`src/rtl/gray_pkg.sv`:
```
// Shared Gray-code helpers and constants for the Gray counter and the Gray-pointer FIFO.
// Functions operate on 32-bit containers and mask to the requested width.
package gray_pkg;

  localparam int MAX_WIDTH = 32;
  localparam int MODE_WRAP = 0;
  localparam int MODE_SAT  = 1;

  typedef enum logic [1:0] {
    OP_HOLD = 2'd0,
    OP_LOAD = 2'd1,
    OP_INC  = 2'd2,
    OP_DEC  = 2'd3
  } op_e;

  function automatic logic [31:0] width_mask(input int width);
    logic [31:0] mask;
    if (width >= MAX_WIDTH) begin
      mask = '1;
    end else begin
      mask = (32'd1 << width) - 32'd1;
    end
    return mask;
  endfunction

  function automatic logic [31:0] bin2gray(input logic [31:0] bin, input int width);
    logic [31:0] b;
    b = bin & width_mask(width);
    return b ^ (b >> 1);
  endfunction

  // Prefix XOR from the MSB down; bits above the width are masked to zero first.
  function automatic logic [31:0] gray2bin(input logic [31:0] gray, input int width);
    logic [31:0] g;
    logic [31:0] b;
    logic        acc;
    g   = gray & width_mask(width);
    b   = '0;
    acc = 1'b0;
    for (int i = MAX_WIDTH - 1; i >= 0; i--) begin
      acc  = acc ^ g[i];
      b[i] = acc;
    end
    return b;
  endfunction

endpackage

```
`src/rtl/gray_counter_param_if.sv`:
```
// Control and status bundle of the Gray counter; master drives controls, slave is the counter.
interface gray_counter_param_if #(
  parameter int WIDTH = 8
);

  // No handshake: en, up and load are level-qualified and sampled on every rising clk edge;
  // the counter never stalls, so there is no valid/ready pair.
  logic             en;
  logic             up;
  logic             load;
  logic [WIDTH-1:0] load_gray;
  logic [WIDTH-1:0] count_gray;
  logic [WIDTH-1:0] count_bin;
  logic             wrap;
  logic             at_max;
  logic             at_min;

  modport master (
    output en,
    output up,
    output load,
    output load_gray,
    input  count_gray,
    input  count_bin,
    input  wrap,
    input  at_max,
    input  at_min
  );

  modport slave (
    input  en,
    input  up,
    input  load,
    input  load_gray,
    output count_gray,
    output count_bin,
    output wrap,
    output at_max,
    output at_min
  );

endinterface

```
`src/rtl/gray2bin_conv.sv`:
```
// Combinational Gray-to-binary converter: running XOR from the MSB down.
// Shared with the Gray-pointer FIFO.
module gray2bin_conv
  import gray_pkg::*;
#(
  parameter int WIDTH = 8
) (
  input  logic [WIDTH-1:0] gray,
  output logic [WIDTH-1:0] bin
);

  logic acc;

  always_comb begin
    bin = '0;
    acc = 1'b0;
    for (int i = WIDTH - 1; i >= 0; i--) begin
      acc    = acc ^ gray[i];
      bin[i] = acc;
    end
  end

endmodule

```
`src/rtl/gray_counter_param.sv`:
```
// Registered Gray counter with enable, direction, load, wrap/saturate mode and end flags.
// Binary and Gray registers are both loaded from the same next value each edge.
module gray_counter_param
  import gray_pkg::*;
#(
  parameter int          WIDTH     = 8,
  parameter int          SATURATE  = MODE_WRAP,
  parameter logic [31:0] RESET_BIN = 32'd0
) (
  input  logic                  clk,
  input  logic                  reset,
  gray_counter_param_if.slave   bus
);

  localparam logic [WIDTH-1:0] MAX_BIN    = '1;
  localparam logic [WIDTH-1:0] MIN_BIN    = '0;
  localparam logic [WIDTH-1:0] RESET_B    = WIDTH'(RESET_BIN);
  localparam logic [WIDTH-1:0] RESET_G    = WIDTH'(bin2gray(RESET_BIN, WIDTH));
  localparam bit               SAT_MODE   = (SATURATE == MODE_SAT);

  logic [WIDTH-1:0] bin_q;
  logic [WIDTH-1:0] gray_q;
  logic             wrap_q;

  logic [WIDTH-1:0] load_bin;
  logic [WIDTH-1:0] bin_next;
  logic [WIDTH-1:0] gray_next;
  logic             wrap_next;
  op_e              op;

  gray2bin_conv #(
    .WIDTH (WIDTH)
  ) u_load_conv (
    .gray (bus.load_gray),
    .bin  (load_bin)
  );

  // Load beats count; direction is only meaningful while en is high.
  always_comb begin
    op = OP_HOLD;
    if (bus.load) begin
      op = OP_LOAD;
    end else if (bus.en) begin
      op = bus.up ? OP_INC : OP_DEC;
    end
  end

  always_comb begin
    bin_next  = bin_q;
    wrap_next = 1'b0;
    case (op)
      OP_LOAD: begin
        bin_next = load_bin;
      end
      OP_INC: begin
        if (bin_q == MAX_BIN) begin
          if (!SAT_MODE) begin
            bin_next  = MIN_BIN;
            wrap_next = 1'b1;
          end
        end else begin
          bin_next = bin_q + 1'b1;
        end
      end
      OP_DEC: begin
        if (bin_q == MIN_BIN) begin
          if (!SAT_MODE) begin
            bin_next  = MAX_BIN;
            wrap_next = 1'b1;
          end
        end else begin
          bin_next = bin_q - 1'b1;
        end
      end
      default: begin
        bin_next = bin_q;
      end
    endcase
  end

  // A loaded Gray value goes straight into the Gray register so it is never re-encoded.
  always_comb begin
    if (op == OP_LOAD) begin
      gray_next = bus.load_gray;
    end else begin
      gray_next = WIDTH'(bin2gray(32'(bin_next), WIDTH));
    end
  end

  always_ff @(posedge clk) begin
    if (!reset) begin
      bin_q  <= RESET_B;
      gray_q <= RESET_G;
      wrap_q <= 1'b0;
    end else begin
      bin_q  <= bin_next;
      gray_q <= gray_next;
      wrap_q <= wrap_next;
    end
  end

  assign bus.count_gray = gray_q;
  assign bus.count_bin  = bin_q;
  assign bus.wrap       = wrap_q;
  assign bus.at_max     = (bin_q == MAX_BIN);
  assign bus.at_min     = (bin_q == MIN_BIN);

endmodule

```
`src/flat_wrapper.sv`:
```
// flat-port wrapper written by rule: the top's interface ports become plain ports
module gray_counter_param_flat import gray_pkg::*;
#(
  parameter int          WIDTH     = 8,
  parameter int          SATURATE  = MODE_WRAP,
  parameter logic [31:0] RESET_BIN = 32'd0
)
  (clk, reset, bus_en, bus_up, bus_load, bus_load_gray, bus_count_gray, bus_count_bin, bus_wrap, bus_at_max, bus_at_min);
  gray_counter_param_if #(.WIDTH(WIDTH)) bus_i ();
  input  logic clk;
  input  logic reset;
  input wire logic [$bits(bus_i.en)-1:0] bus_en;
  input wire logic [$bits(bus_i.up)-1:0] bus_up;
  input wire logic [$bits(bus_i.load)-1:0] bus_load;
  input wire logic [$bits(bus_i.load_gray)-1:0] bus_load_gray;
  output wire logic [$bits(bus_i.count_gray)-1:0] bus_count_gray;
  output wire logic [$bits(bus_i.count_bin)-1:0] bus_count_bin;
  output wire logic [$bits(bus_i.wrap)-1:0] bus_wrap;
  output wire logic [$bits(bus_i.at_max)-1:0] bus_at_max;
  output wire logic [$bits(bus_i.at_min)-1:0] bus_at_min;
  assign bus_i.en = bus_en;
  assign bus_i.up = bus_up;
  assign bus_i.load = bus_load;
  assign bus_i.load_gray = bus_load_gray;
  assign bus_count_gray = bus_i.count_gray;
  assign bus_count_bin = bus_i.count_bin;
  assign bus_wrap = bus_i.wrap;
  assign bus_at_max = bus_i.at_max;
  assign bus_at_min = bus_i.at_min;
  gray_counter_param #(.WIDTH(WIDTH), .SATURATE(SATURATE), .RESET_BIN(RESET_BIN)) u_core (.clk(clk), .reset(reset), .bus(bus_i));
endmodule
```
`config.mk`:
```
export PLATFORM = sky130hd
export DESIGN_NAME = gray_counter_param_flat
export DESIGN_NICKNAME = d
export VERILOG_FILES = /design/src/rtl/gray_pkg.sv /design/src/rtl/gray_counter_param_if.sv /design/src/rtl/gray2bin_conv.sv /design/src/rtl/gray_counter_param.sv /design/src/flat_wrapper.sv
export SDC_FILE = /design/constraint.sdc
export NUM_CORES = 1
export LEC_CHECK = 0
export BUFFER_PORTS_ARGS = -buffer_cell sky130_fd_sc_hd__buf_2
export CAP_MARGIN = 10
export CORE_MARGIN = 4
export CORE_UTILIZATION = 55
export CTS_BUF_LIST = sky130_fd_sc_hd__clkbuf_4
export CTS_CLUSTER_DIAMETER = 100
export DETAILED_ROUTE_END_ITERATION = 16
export PLACE_DENSITY = 0.93
export SLEW_MARGIN = 20
export SYNTH_ARGS = -nofsm -noshare
export SYNTH_HDL_FRONTEND = slang
export SYNTH_SLANG_ARGS = --single-unit
```
`constraint.sdc`:
```
create_clock -name clk -period 2.4 [get_ports clk]
set_input_delay 0.36 -clock clk [delete_from_list [all_inputs] [get_ports clk]]
set_output_delay 0.36 -clock clk [all_outputs]
set_load 0.05 [all_outputs]
```
[Yosys cells after proc, flatten, opt, wreduce, memory -nomap -nowiden]
Cells that the tools add are included.
Word-level totals
  word-level logic and storage cells: 30
  bits in writable memories: 0
  bits in latches: 0
  register bits after elaboration: 17
  bits of input ports: 13
  memories: 0
  memory bits (read-only): 0
Operators by class
  order comparisons: 0
  multipliers: 0
  reduce and logical (&&, ||, !) cells: 1
  equal/unequal tests: 4
  bitwise operators: 9
  $add $sub $neg: 2
  mux-type cells: 11
  shift operators: 0
  divide/modulo/power cells: 0
Operators by type and width (number)
  two-way mux 8 bit: 3
  one-hot mux 8 bit (3 select lines): 1
  bitwise AND 8 x 9 -> 9 bit: 1
  two-way mux 9 bit: 1
  adder 8 x 1 -> 8 bit (second input constant): 1
  equality test 8 bit (second input constant): 1
  logical NOT 8 bit: 1
  subtractor 8 x 1 -> 8 bit (second input constant): 1
  bitwise XOR 8 bit: 1
  bitwise XOR 1 bit: 7
  equality test 2 bit (second input constant): 2
  two-way mux 2 bit: 2
  two-way mux 1 bit: 3
  equality test 2 x 1 -> 1 bit (second input constant): 1
  one-hot mux 1 bit (2 select lines): 1

[Logic depth before layout (Yosys ltp)]
  depth in word-level cells: 11
  mapped depth: 9
  depth with buffers taken out: 8

[Modules after synthesis]
Synthesis repeated with hierarchy kept, for this count alone.
Second synthesis, totals
  cells, all modules: 171
  area total of the unflattened synthesis: 1356.3 um^2
Modules (own cells, without submodules)
  gray_counter_param: instances 1, area an instance 1223.7 um^2, cells an instance 157
  gray2bin_conv: instances 1, area an instance 132.6 um^2, cells an instance 14

[Worst setup path before layout]
No wires, ideal clock.
  path type: register to register
  from: register u_core.bin_q[0], in the netlist u_core.bus.count_bin[0]
  to: register u_core.gray_q[3], in the netlist u_core.bus.count_gray[3]
  setup time: 0.121 ns
  clock period less this slack: 2.474 ns
  stages on the path, launching flop included: 10
  path slack: -0.074 ns
  arrival time: 2.353 ns
  path through: dfxtp_1 -> inv_1 -> ha_1 -> nor2b_1 -> and3_1 -> buf_2 -> o21ai_0 -> o211ai_1 -> and2_1 -> mux2_2
On the way
  cells in the longest elaborated chain, start to end: 6
  elaborated cells on any way between the ends: 10
RTL lines
  from (decl): line gray_counter_param.sv:21  | logic [WIDTH-1:0] bin_q;
  from (signal assigned): line gray_counter_param.sv:96  | bin_q <= bin_next;
  logical NOT 8 bit
  via bus_at_min: line flat_wrapper.sv:20  | output wire logic [$bits(bus_i.at_min)-1:0] bus_at_min;
  two-way mux 8 bit: line gray_counter_param.sv:66  | if (bin_q == MIN_BIN) begin
  one-hot mux 8 bit (3 select lines): line gray_counter_param.sv:51  | case (op)
  bitwise AND 8 x 9 -> 9 bit: line gray_pkg.sv:28  | b = bin & width_mask(width);
  bitwise XOR 8 bit: line gray_pkg.sv:29  | return b ^ (b >> 1);
  two-way mux 8 bit: line gray_counter_param.sv:83  | if (op == OP_LOAD) begin
  to (signal assigned): line gray_counter_param.sv:97  | gray_q <= gray_next;
  to (decl): line gray_counter_param.sv:22  | logic [WIDTH-1:0] gray_q;
The timed path passes the listed nets, and every way through them passes these cells.
A chain may end at the register's enable or synchronous reset.

[Worst setup path in the final report]
  from: register u_core.bin_q[0], in the netlist u_core.bus.count_bin[0]
  to: register u_core.gray_q[4], in the netlist u_core.bus.count_gray[4]
On the way
  cells in the longest elaborated chain, start to end: 6
  elaborated cells on any way between the ends: 10
RTL lines
  subtractor 8 x 1 -> 8 bit, or another cell as far along: line gray_counter_param.sv:72  | bin_next = bin_q - 1'b1;
  two-way mux 8 bit, on equally long branches: line gray_counter_param.sv:66, gray_counter_param.sv:56
  one-hot mux 8 bit (3 select lines) *: line gray_counter_param.sv:51
  bitwise AND 8 x 9 -> 9 bit *: line gray_pkg.sv:28
  bitwise XOR 8 bit *: line gray_pkg.sv:29
  two-way mux 8 bit *: line gray_counter_param.sv:83
Every way passes the cells marked *; elsewhere a longest branch is shown, timed or not.

==> results by group <==
CTS
  – CTS max path bufs: 2
  – # clock sinks: 17
  – Inserted Clock Buffers: 3
  – Clock transition at path regs: about 0.11 ns
  – Worst-Skew Late Latency: 0.30 ns
  – CTS H-tree depth: 1
  – Root Buffer Master: clkbuf_4
  – CTS tree: built

Critical path
  – Worst EP required: 2.62 ns
  – CP max stage delay: around 0.44 ns
  – Critical path origin: u_core.bus.count_bin[0]
  – Worst r2r dst: u_core.bus.count_gray[4]
  – Crit path capture type: register
  – Crit Path Max Fanout: 9
  – Worst r2r src: u_core.bus.count_bin[0]
  – Startpoint types: register
  – WS Path Type: reg -> reg
  – Crit path DAT: ~2.5 ns
  – Cell breakdown of the critical path: ha_1 > and4_4 > a21oi_1 > o2bb2ai_1 > a211o_1 > or3_1 > mux2i_1
  – R2R setup slack: ~0.13 ns
  – R2R cell count: 7
  – CP max-delay cell: dfxtp_2

Route
  – Final WL: 3759 µm
  – Pre-antenna DRT Iters: 4
  – Via count: around 1400
  – Residual DRC: 0
  – Vias per inst: 6.361
  – Post-route ant nets: 0
  – DR WL/cell: 17.40 µm
  – First-iteration detailed-routing DRC count: 74

Yosys
  – Net Count, Synth: 176
  – Post-synthesis sequential area ratio: approximately 26%
  – YS warnings: 0
  – Cells after Synth: between 150 and 200
  – Yosys cell types: 51
  – Cell Area, Synth: 1310 µm²
  – Top cell type's share of synthesized area: 25.98%
  – Post-synth ARST share: 0%
  – #FFs+latches synth: 17
  – Cell taking the most area after synthesis: dfxtp_1
  – Primary flip-flop cell chosen by synthesis mapping: dfxtp_1
  – Largest cells by area after synthesis: dfxtp_1 26%, xor2_1 6.0%, o21ai_0 3.8%, a21oi_1 3.4%, xnor3_1 3.4%
  – Synthesized area per cell: 8.188 µm²
  – Post-synth EDFFs: 0

Final layout
  – Fillers: 199
  – Commonest non-fill, non-tap cell in the layout: buf_2
  – Nets@finish: 205
  – N_diodes: 0
  – Layout Area Growth over Synthesis: 14.33%
  – Share of cells above drive strength 1: 25.53%
  – Finished Cell Area: between 1000 and 1500 µm²
  – Commonest cells after routing, fill and taps aside: 31 x buf_2, 14 x dfxtp_1, 10 x nand2_1, 10 x o21ai_0

Power and ir drop
  – Clk pwr share: 15.2%
  – VDD IR max: 0.5332 mV
  – Reg power frac: 35.5%
  – Switching power: 496.4 µW
  – LEAKAGE: 0.0007040 µW
  – Comb power frac: 49.3%
  – Pwr Density: 707.0 nW/µm²
  – Sw Ratio: 46.88%
  – Total power: between 1000 and 1500 µW
  – Int Power: 562.5 µW

Global route
  – Total grt overflow: 0
  – First-pass GRT wire length: 6341 µm
  – Total track usage: 24.76%
  – Vias in the first global route: 1336
  – Largest net degree at the start of global routing: 15
  – Initial antenna violation count: 0

Status
  – Status: finished, final reports clean

Place
  – Post-DP HPWL: just under 3000 µm
  – Post-place instance area: 1469 µm²
  – GP Congestion: 0.8798
  – IO buf count: 31

Timing
  – Number of setup violations in the final report: 0
  – Post-Route Skew: around 0.0032 ns
  – Setup TNS: 0 ns
  – Final hold violations: 0
  – Pins Over Slew Limit: 0
  – Period Utilization, post-route: 94.53%
  – Max Fclk: 0.4408 GHz
  – Slew Limit Headroom: 70.49%
  – Worst-Margin Slew: 0.4393 ns
  – RSZ-0062 raised after global routing: false
  – Final min period: 2.269 ns

Worst hold path
  – Hold worst-path end: u_core.bus.count_gray[1]
  – Hold path startpoint: bus_load_gray[1]
  – WHS Path Cells: 3
  – Worst min path class: in -> reg

Floorplanning
  – Die height: 56.81 µm
  – Core Region: 2233 µm²
  – Initial Util: 58.66%
  – Die Wd: 56.81 µm
  – Boundary Pins: 32
  – Die area: ~3200 µm²
  – Rows: 17

Job
  – Max Cap Viol: 0
==> registers in the layout, summed over array words and instances (netlist names) <==
signal / flops
u_core.bus.count_bin: 8
u_core.bus.count_gray: 8
u_core.bus.wrap: 1
==> stage by stage <==
step,hold slack [ns],setup slack (ns),std cells,util [%]
detailed placement,0.6182,0.2003,212,65.77
global placement,0.6081,0.2719,212,65.77
finish,0.3083,0.1313,216,67.06
global route,0.3233,0.002307,216,67.06
floorplan,0.4904,0.02793,160,-
CTS,0.3058,0.1688,216,67.00
==> power groups by stage <==
| stage | Clock (µW) | Sequential (µW) | Combinational [µW] |
|---|---|---|---|
| after detailed placement | 0 | 379 | 517 |
| after global placement | 0 | 376 | 497 |
| after global routing | 171 | 383 | 560 |
| final | 161 | 376 | 522 |
| after floorplan | 0 | 491 | 292 |
| after CTS | 161 | 373 | 520 |
==> area by class of cell <==
class	instances	area, µm²	area share (%)
clock buffers	3	22.52	1.504
repair buffers	34	177.7	11.86
flip-flops and latches	17	344.1	22.97
inverters	8	30.03	2.005
multi-input cells	125	883.3	58.98
clock inverters	1	5.005	0.3342
well taps	28	35.03	2.339
==> worst max-delay path, delay by kind of cell (launching register included) <==
family / cells / cell delay (ns)
compound gates: 3 / 0.62
fa+ha+maj: 1 / 0.29
flops: 1 / 0.44
mux: 1 / 0.19
simple gates: 2 / 0.65
==> how the worst max path moves through the flow <==
stage                                     to  cells after the start
floorplan           u_core.bus.count_gray[3]                      8
global placement    u_core.bus.count_gray[4]                      7
detailed placement  u_core.bus.count_gray[4]                      7
CTS                 u_core.bus.count_gray[4]                      7
global route        u_core.bus.count_gray[4]                      7
finish              u_core.bus.count_gray[4]                      7
==> per-layer routing <==
layer	wire, µm	global-route usage, %
met1	1404	29.40
met2	1929	43.07
met3	360	7.586
met4	65	6.291
met5	0	0
==> logic make-up (layout without fill, tap and decap cells) <==
logic type                 count (synthesis)  after routing  share of synthesized area, %
buffers and inverters                     18             46                         6.590
muxes                                      4              4                         3.152
adders and majority gates                  3              3                         2.866
and+or+nand+nor                           58             58                         25.21
xor gates and xnor gates                  17             17                         14.04
AOI/OAI and AO/OA                         43             43                         22.16
DFF                                       17             17                         25.98
==> Yosys cell counts, drive strengths merged, types with 3 or more instances <==
cell / n
a21oi: 9
and2: 5
and3: 4
buf: 7
clkbuf: 3
dfxtp: 17
ha: 3
inv: 8
mux2i: 3
nand2: 10
nand2b: 3
nand3: 6
nor2: 9
nor3: 5
o211a: 3
o211ai: 3
o21a: 3
o21ai: 10
xnor2: 6
xor2: 9
==> what timing repair did <==
item / in CTS / in global routing
hold buffers: 0 / 0
resized for setup: 0 / 1
endpoints found under the setup margin: 0 / 1
setup buffers: 0 / 0
Power figures use the tool's default switching activity.
